## config.mk

```make
export PLATFORM = sky130hd
export DESIGN_NAME = alu_wide_sequencer
export DESIGN_NICKNAME = d
export VERILOG_FILES = /design/src/rtl/alu_pkg.sv /design/src/rtl/alu_wide_sequencer.sv
export SDC_FILE = /design/constraint.sdc
export NUM_CORES = 1
export LEC_CHECK = 0
export BUFFER_PORTS_ARGS = -buffer_cell sky130_fd_sc_hd__buf_2
export CORE_MARGIN = 4
export CORE_UTILIZATION = 40
export CTS_BUF_LIST = sky130_fd_sc_hd__clkbuf_2 sky130_fd_sc_hd__clkbuf_4 sky130_fd_sc_hd__clkbuf_8
export DETAILED_ROUTE_END_ITERATION = 10
export PLACE_DENSITY = 0.69
export SLEW_MARGIN = 25
export SYNTH_ARGS = -nofsm -noshare
export SYNTH_HDL_FRONTEND = slang
export SYNTH_SLANG_ARGS = --single-unit
export TNS_END_PERCENT = 100
```

## constraint.sdc

```tcl
create_clock -name clk -period 7.5 [get_ports clk]
set_clock_uncertainty 0.2 [all_clocks]
set_input_delay 1.875 -clock clk [delete_from_list [all_inputs] [get_ports clk]]
set_output_delay 1.875 -clock clk [all_outputs]
set_load 0.005 [all_outputs]
```

## src/rtl/alu_pkg.sv

```systemverilog
// Shared constants and types for the wide ALU sequencer and the external alu32.
package alu_pkg;

    localparam int WORD_W = 32;

    // alu32 op_code encodings
    localparam logic [3:0] ALU_AND = 4'h0;
    localparam logic [3:0] ALU_OR  = 4'h1;
    localparam logic [3:0] ALU_NOR = 4'h2;
    localparam logic [3:0] ALU_XOR = 4'h3;
    localparam logic [3:0] ALU_ADD = 4'h4;
    localparam logic [3:0] ALU_SUB = 4'h5;

    typedef enum logic [2:0] {
        OP_AND = 3'd0,
        OP_OR  = 3'd1,
        OP_NOR = 3'd2,
        OP_XOR = 3'd3,
        OP_ADD = 3'd4,
        OP_SUB = 3'd5
    } seq_op_t;

    typedef enum logic [1:0] {
        IDLE = 2'd0,
        BUSY = 2'd1,
        DONE = 2'd2
    } seq_state_t;

endpackage

```

## src/rtl/alu_wide_sequencer.sv

```systemverilog
// Runs 32*WORDS-bit logic/add/sub on a shared 32-bit ALU, one word per cycle, LSW first.
module alu_wide_sequencer
    import alu_pkg::*;
#(
    parameter  int WORDS = 2,
    localparam int W     = WORD_W * WORDS
) (
    input  logic              clk,
    input  logic              rst,
    input  logic              in_valid,
    output logic              in_ready,
    input  logic [2:0]        op,
    input  logic [W-1:0]      a,
    input  logic [W-1:0]      b,
    output logic              out_valid,
    input  logic              out_ready,
    output logic [W-1:0]      result,
    output logic              carry,
    output logic              overflow,
    output logic              zero,
    output logic              sign,
    output logic              error,
    output logic [3:0]        alu_op_code,
    output logic              alu_forced_add,
    output logic [WORD_W-1:0] alu_data1,
    output logic [WORD_W-1:0] alu_data2,
    output logic [4:0]        alu_shift,
    output logic              alu_carry_in,
    input  logic [WORD_W-1:0] alu_data_out,
    input  logic              alu_carry,
    input  logic              alu_overflow
);

    localparam int IDX_W = (WORDS > 1) ? $clog2(WORDS) : 1;
    localparam logic [IDX_W-1:0] LAST_IDX = IDX_W'(WORDS - 1);

    seq_state_t r_state, w_next;

    logic [IDX_W-1:0]              r_idx;
    logic [WORDS-1:0][WORD_W-1:0]  r_a, r_b, r_result;
    logic [2:0]                    r_op;
    logic                          r_chain, r_carry, r_ovf, r_zero, r_err;

    logic w_accept, w_illegal, w_arith, w_sub, w_last;

    assign w_accept  = (r_state == IDLE) && in_valid;
    assign w_illegal = (op > 3'd5);
    assign w_arith   = (r_op == OP_ADD) || (r_op == OP_SUB);
    assign w_sub     = (r_op == OP_SUB);
    assign w_last    = (r_idx == LAST_IDX);

    always_ff @(posedge clk or posedge rst) begin
        if (rst) r_state <= IDLE;
        else     r_state <= w_next;
    end

    always_comb begin
        w_next         = r_state;
        in_ready       = 1'b0;
        out_valid      = 1'b0;
        alu_op_code    = 4'h0;
        alu_forced_add = 1'b0;
        alu_data1      = '0;
        alu_data2      = '0;
        alu_shift      = 5'd0;
        alu_carry_in   = 1'b0;
        case (r_state)
            IDLE: begin
                in_ready = 1'b1;
                if (in_valid) w_next = w_illegal ? DONE : BUSY;
            end
            BUSY: begin
                alu_data1 = r_a[r_idx];
                if (w_arith) begin
                    // Subtract is a + ~b + 1; the ALU's own subtract is never used.
                    alu_op_code    = ALU_ADD;
                    alu_forced_add = 1'b1;
                    alu_data2      = w_sub ? ~r_b[r_idx] : r_b[r_idx];
                    alu_carry_in   = (r_idx == '0) ? w_sub : r_chain;
                end else begin
                    alu_op_code = {2'b00, r_op[1:0]};
                    alu_data2   = r_b[r_idx];
                end
                if (w_last) w_next = DONE;
            end
            DONE: begin
                out_valid = 1'b1;
                if (out_ready) w_next = IDLE;
            end
            default: w_next = IDLE;
        endcase
    end

    always_ff @(posedge clk or posedge rst) begin
        if (rst) begin
            r_idx    <= '0;
            r_a      <= '0;
            r_b      <= '0;
            r_op     <= 3'd0;
            r_result <= '0;
            r_chain  <= 1'b0;
            r_carry  <= 1'b0;
            r_ovf    <= 1'b0;
            r_zero   <= 1'b0;
            r_err    <= 1'b0;
        end else if (w_accept) begin
            r_idx    <= '0;
            r_a      <= a;
            r_b      <= b;
            r_op     <= op;
            r_result <= '0;
            r_chain  <= 1'b0;
            r_carry  <= 1'b0;
            r_ovf    <= 1'b0;
            // zero starts as the AND-accumulator seed; illegal ops report no flags
            r_zero   <= ~w_illegal;
            r_err    <= w_illegal;
        end else if (r_state == BUSY) begin
            r_result[r_idx] <= alu_data_out;
            r_zero          <= r_zero & (alu_data_out == '0);
            if (w_arith) r_chain <= alu_carry;
            if (w_last) begin
                r_idx   <= '0;
                r_carry <= w_arith & alu_carry;
                r_ovf   <= w_arith & alu_overflow;
            end else begin
                r_idx <= r_idx + 1'b1;
            end
        end
    end

    assign result   = r_result;
    assign carry    = r_carry;
    assign overflow = r_ovf;
    assign zero     = r_zero & (r_state == DONE);
    assign sign     = r_result[WORDS-1][WORD_W-1];
    assign error    = r_err;

endmodule

```

== Yosys cells after proc, flatten, opt, wreduce, memory -nomap -nowiden ==
Index checks and enable logic that the tools add are counted.

* Add/sub/neg operators: 1
* Reduce and logical (&&, ||, !) cells: 11
* $lt $le $gt $ge: 3
* Bitwise operators: 6
* Multiplexer cells: 41
* Eq/ne operators: 7

{| class="wikitable"
|+ Operators with widths
! operator !! count
|-
| $mux W32 || 9
|-
| $mux W64 || 2
|-
| $bwmux W64 || 1
|-
| $demux W32 S1 || 1
|-
| $logic_not A32 Y1 || 1
|-
| $not A32 Y32 || 1
|-
| $mux W1 || 21
|-
| $mux W2 || 4
|-
| $eq A3 B3 Y1 const B || 2
|-
| $mux W3 || 2
|-
| $ne A2 B2 Y1 const B || 3
|-
| $pmux W2 S3 || 1
|-
| $reduce_bool A2 Y1 || 3
|-
| $and A1 B1 Y1 || 4
|-
| $reduce_and A2 Y1 || 2
|-
| $gt A3 B3 Y1 const B || 1
|-
| $reduce_and A3 Y1 || 1
|-
| $eq A2 B1 Y1 const B || 1
|-
| $eq A2 B2 Y1 const B || 1
|-
| $logic_and A1 B1 Y1 || 2
|-
| $logic_not A2 Y1 || 1
|-
| $lt A1 B2 Y1 const B || 1
|-
| $add A1 B1 Y1 const B || 1
|-
| $ge A1 B1 Y1 const B || 1
|-
| 2 further kinds || 2
|}

* Register bits after elaboration: 203
* Input port bits: 169
* Output and inout bits: 146

== Longest topological paths before layout ==
* Depth in word-level cells: 7
* Mapped depth: 7
* Gate-level depth less buffers: 4

== Least setup slack after synthesis ==
No wires, ideal clock.

* Kind: register -> output
* Start: register r_idx
* End: output port alu_data1[15]
* Required time: 5.425 ns
* Path slack: 4.246 ns
* Cell stages (with the launch flop): 6
* Arrival: 1.179 ns
* Cell sequence: dfrtp_1 buf_4 buf_2 buf_4 mux2i_1 nor2_1

* Word-level cells in the longest chain between the ends: 3

{| class="wikitable"
|+ RTL lines
! element !! RTL line !! text
|-
| start, declared || alu_wide_sequencer.sv:39 || <nowiki>logic [IDX_W-1:0] r_idx;</nowiki>
|-
| start signal, assigned || alu_wide_sequencer.sv:127 || <nowiki>r_idx <= r_idx + 1'b1;</nowiki>
|-
| $mux W32 (implied by the code) (2 in a row) || alu_wide_sequencer.sv:73 || <nowiki>alu_data1 = r_a[r_idx];</nowiki>
|-
| $mux W32 || alu_wide_sequencer.sv:67 || <nowiki>case (r_state)</nowiki>
|-
| end, declared || alu_wide_sequencer.sv:25 || <nowiki>output logic [WORD_W-1:0] alu_data1,</nowiki>
|}

Every way passes these cells. The select of a mux whose other input is x is not followed.

== Worst setup path in the final report ==
* Start: register r_idx
* End: output port alu_data2[5]

* Word-level cells in the longest chain between the ends: 6

{| class="wikitable"
|+ RTL lines
! element !! RTL line !! text
|-
| $mux W32 (implied by the code) * (2 in a row) || alu_wide_sequencer.sv:78, alu_wide_sequencer.sv:82 ||
|-
| $not A32 Y32 || alu_wide_sequencer.sv:78 || <nowiki>alu_data2 = w_sub ? ~r_b[r_idx] : r_b[r_idx];</nowiki>
|-
| $mux W32 || alu_wide_sequencer.sv:78 ||
|-
| $mux W32 * || alu_wide_sequencer.sv:74 || <nowiki>if (w_arith) begin</nowiki>
|-
| $mux W32 * || alu_wide_sequencer.sv:67 ||
|-
| end, declared || alu_wide_sequencer.sv:26 || <nowiki>output logic [WORD_W-1:0] alu_data2,</nowiki>
|}

Mark *: on every way between the ends. The rest lies on a longest branch, timed or not. The select of a mux whose other input is x is not followed.

==> results.tsv <==
stage	metric	value	unit
power_and_ir_drop	vdd_ir_drop_max	0.2242	mV
critical_path	rr_worst_depth	6	
drt	avgViaCountPerCell	4.872	
critical_path	regToRegStartpoint	r_state[1]	
power_and_ir_drop	p_seq_frac	0.385	
run	drv_cap	0	
logic_synthesis	fraction_of_synthesized_cell_area_taken_by_the_top_area_cell_type	0.5644	
placement	dpl.hpwl	17.33	mm
floorplanning	floorplan.rows	54	
critical_path	critPathCaptureType	output port	
logic_synthesis	syn-mean-instance-area	9.564	sq um
drt	final_antenna_net_count	0	
critical_path	path_max_fanout	39	
timing	slew_viol_final	0	
logic_synthesis	synth_fa_ha_area_frac	0	
global_routing	grt.overflow.total	0	
timing	rsz_0062_raised_after_global_routing	false	
floorplanning	chipWidth	158	um
final_layout	post_route_cells_drive_above_1_share	0.3113	
global_routing	grt_usage	0.1968	
clock_tree	cts_tree	built	
logic_synthesis	synth_simple_gate_area_share	0.2172	
global_routing	grt_start_max_net_pins	117	
power_and_ir_drop	design_power_total	0.004985	W
logic_synthesis	synth_sequential_area_ratio	0.5644	
clock_tree	postCtsHoldBufs	0	
timing	final.setup.tns	0	ps
timing	final-setup-viol-count	0	
logic_synthesis	yosysMostFrequentCell	nand2_1	
clock_tree	cts.sink_count	203	
critical_path	max_stage_delay	850	ps
critical_path	timing.critical_path.from_type	register	
critical_path	worstPathCellList	buf_4 -> mux2i_1 -> xnor2_1 -> nor2_1 -> buf_2	
floorplanning	io-pin-count	315	
critical_path	critPathSlowestCell	dfrtp_4	
logic_synthesis	proportion_of_register_bits_with_asynchronous_set_or_reset_after_synthesis	1.000	
drt	post_detailed_routing_wire_length	25.58	mm
drt	detail_route.drc_violations	0	
clock_tree	clkTransAtPathRegs	50	ps
logic_synthesis	synth.mux.area_fraction	0.07118	
logic_synthesis	synth.cell_area	9000	sq um
global_routing	antenna_found_initial	4	
final_layout	flow.area_growth_from_synthesis	26.34	%
floorplanning	fp.dieArea	24960	sq um
clock_tree	ctsLongestPathBuffers	3	
power_and_ir_drop	p_leak	6.325	nW
placement	portBuffers	308	
floorplanning	floorplan.die.height	158	um
hold_path	hold_class	reg2reg	
clock_tree	htree_num_levels	2	
timing	worst_slew_slack_as_a_fraction_of_its_limit	0.3593	
hold_path	hold_depth	2	
logic_synthesis	synth_top_family_by_area	simple AND/OR/NAND/NOR gates	
hold_path	min_from	r_a[26]	
timing	worst-slew-pin-transition	958.8	ps
critical_path	reg2reg_to	result[12]	
placement	placer_congestion_estimate	0.8641	
floorplanning	initial_core_util	0.4099	
critical_path	worst-endpoint-arrival	2700	ps
outcome	run_status	finished, final reports clean	
logic_synthesis	netlist-cell-type-count	32	
logic_synthesis	synth_area_leaders	dfrtp_1 56%, nand2_1 17%, mux2i_1 7.1%	
final_layout	nNetsFinal	1401	
global_routing	grt_first_pass_wirelength	39.03	mm
critical_path	timing.critical_path.required	5430	ps
timing	report.final.hold_viol_count	0	
timing	max_freq	209.6	MHz
timing	whs	269.9	ps
timing	final_period_minus_worst_setup_slack	4772	ps
clock_tree	insertion_delay	520	ps
timing	period_share	0.6363	
logic_synthesis	synth_edf_count	0	
hold_path	min_to	r_a[26]	
clock_tree	cts_root_buffer	clkbuf_8	
critical_path	critical_path_class	reg2out	
clock_tree	post-cts-setup-buffers	0	
logic_synthesis	synth_compound_gate_area_share	0.06965	
floorplanning	core_region_area	21960	sq um
power_and_ir_drop	netSwitchingFraction	0.3789	
drt	drt_pre_antenna_iters	4	
logic_synthesis	synth_xor_xnor_area_share	0.03211	
logic_synthesis	synth_warnings	0	
clock_tree	cts_buffers	36	
logic_synthesis	synthCells	941	
drt	drtIter0Drc	398	
drt	detailroute.via_count	7489	
logic_synthesis	ys_top_cells_by_count	398 x nand2_1, 203 x dfrtp_1, 69 x nor2_1, 64 x a22o_1, 64 x mux2i_1	
final_layout	post-route-cell-area	11370	sq um
logic_synthesis	synthFlopType	dfrtp_1	
placement	dpl-instance-area	10610	sq um
drt	post_drt_wl_per_cell	16.64	um
power_and_ir_drop	power.switching	0.001889	W
clock_tree	cts_resized	0	
critical_path	setup.reg_to_reg.worst_slack	4370	ps
logic_synthesis	synth.ff_latch_count	203	
power_and_ir_drop	clock_power_share	0.215	
power_and_ir_drop	cellInternalPower	0.003096	W
power_and_ir_drop	power.density_cell_area	438.4	nW/um^2
logic_synthesis	synth_largest_area_cell	dfrtp_1	
power_and_ir_drop	comb_power_share	0.400	
global_routing	grt_pass1_vias	7543	
## cells in the final DEF, fill, tap and decap left out, types with 2 or more instances in the layout
cell        instances
clkinvlp_4          4
xnor2_1            33
a32oi_1             2
dfrtp_1           202
buf_2             308
clkbuf_8           44
nand2b_1            2
nand2_1           397
a21oi_1             4
nor4_1              8
o21ai_0             4
nor2_1             69
nor2_2              2
and2_1              3
a22o_1             64
clkbuf_4           12
mux2i_1            64
nand4_1             2
conb_1              6
buf_4               8
## worst max-delay path, delay by kind of cell, from the launching register on
family / cells / cell delay, ps
multiplexers: 1 / 310
buffers and inverters: 2 / 820
AND/OR/NAND/NOR: 1 / 60
flip-flops: 1 / 850
XOR/XNOR: 1 / 140
## worst max path at each step
stage	from	to	slack, ps	cells after the start
detailed placement	r_idx	alu_data2[9]	3240	5
finish	r_idx	alu_data2[5]	2730	5
CTS	r_idx	alu_data2[9]	2670	5
global placement	r_idx	alu_data2[9]	3240	5
floorplan	rst	carry	2790	1
global route	r_idx	alu_data2[5]	2520	5
## power groups by stage
| stage | Sequential (W) | Combinational, W | Clock [W] |
|---|---|---|---|
| final | 0.00192 | 0.00199 | 0.00107 |
| after global routing | 0.00198 | 0.00225 | 0.00115 |
| after CTS | 0.00192 | 0.00203 | 0.00111 |
| after detailed placement | 0.00193 | 0.00203 | 0 |
| after global placement | 0.00192 | 0.00199 | 0 |
| after floorplan | 0.00184 | 0.00144 | 0 |
## state kept, by name, summed over array words and instances, names as in the netlist
name,cells
result,64
overflow,1
r_state,2
carry,1
r_zero,1
r_chain,1
r_b,64
r_idx,1
r_op,3
error,1
r_a,64
## through the flow
step                utilization  cells  worst slack, ps
global route             0.5178   1537             2520
CTS                      0.5177   1536             2665
finish                   0.5178   1537             2728
floorplan                     -    946             2795
detailed placement       0.4830   1474             3243
global placement         0.4830   1474             3242
## layer usage
layer | wire [um] | part of all wire | global-route usage
met3 | 2085 | 0.082 | 0.05823
met2 | 11890 | 0.46 | 0.3190
met1 | 10790 | 0.42 | 0.2530
met4 | 776 | 0.030 | 0.06905
met5 | 41 | 0.0016 | 0
## cell type report
type,count,area (sq um)
Fill cell,2056,10590
Sequential cell,203,5084
Multi-Input combinational cell,673,3543
Timing Repair Buffer,317,1622
Clock buffer,56,695.7
Tap cell,280,350.3
Clock inverter,6,66.31
Inverter,1,7.507
Antenna cell,1,2.502
## kinds of logic (layout without fill, tap and decap cells)
logic type,Yosys count,in the layout
simple gates,495,495
xor+xnor,33,33
flops,203,203
other cells,1,7
compound gates,75,75
mux,64,64
buf+inv,70,380
Power figures use the tool's default switching activity.
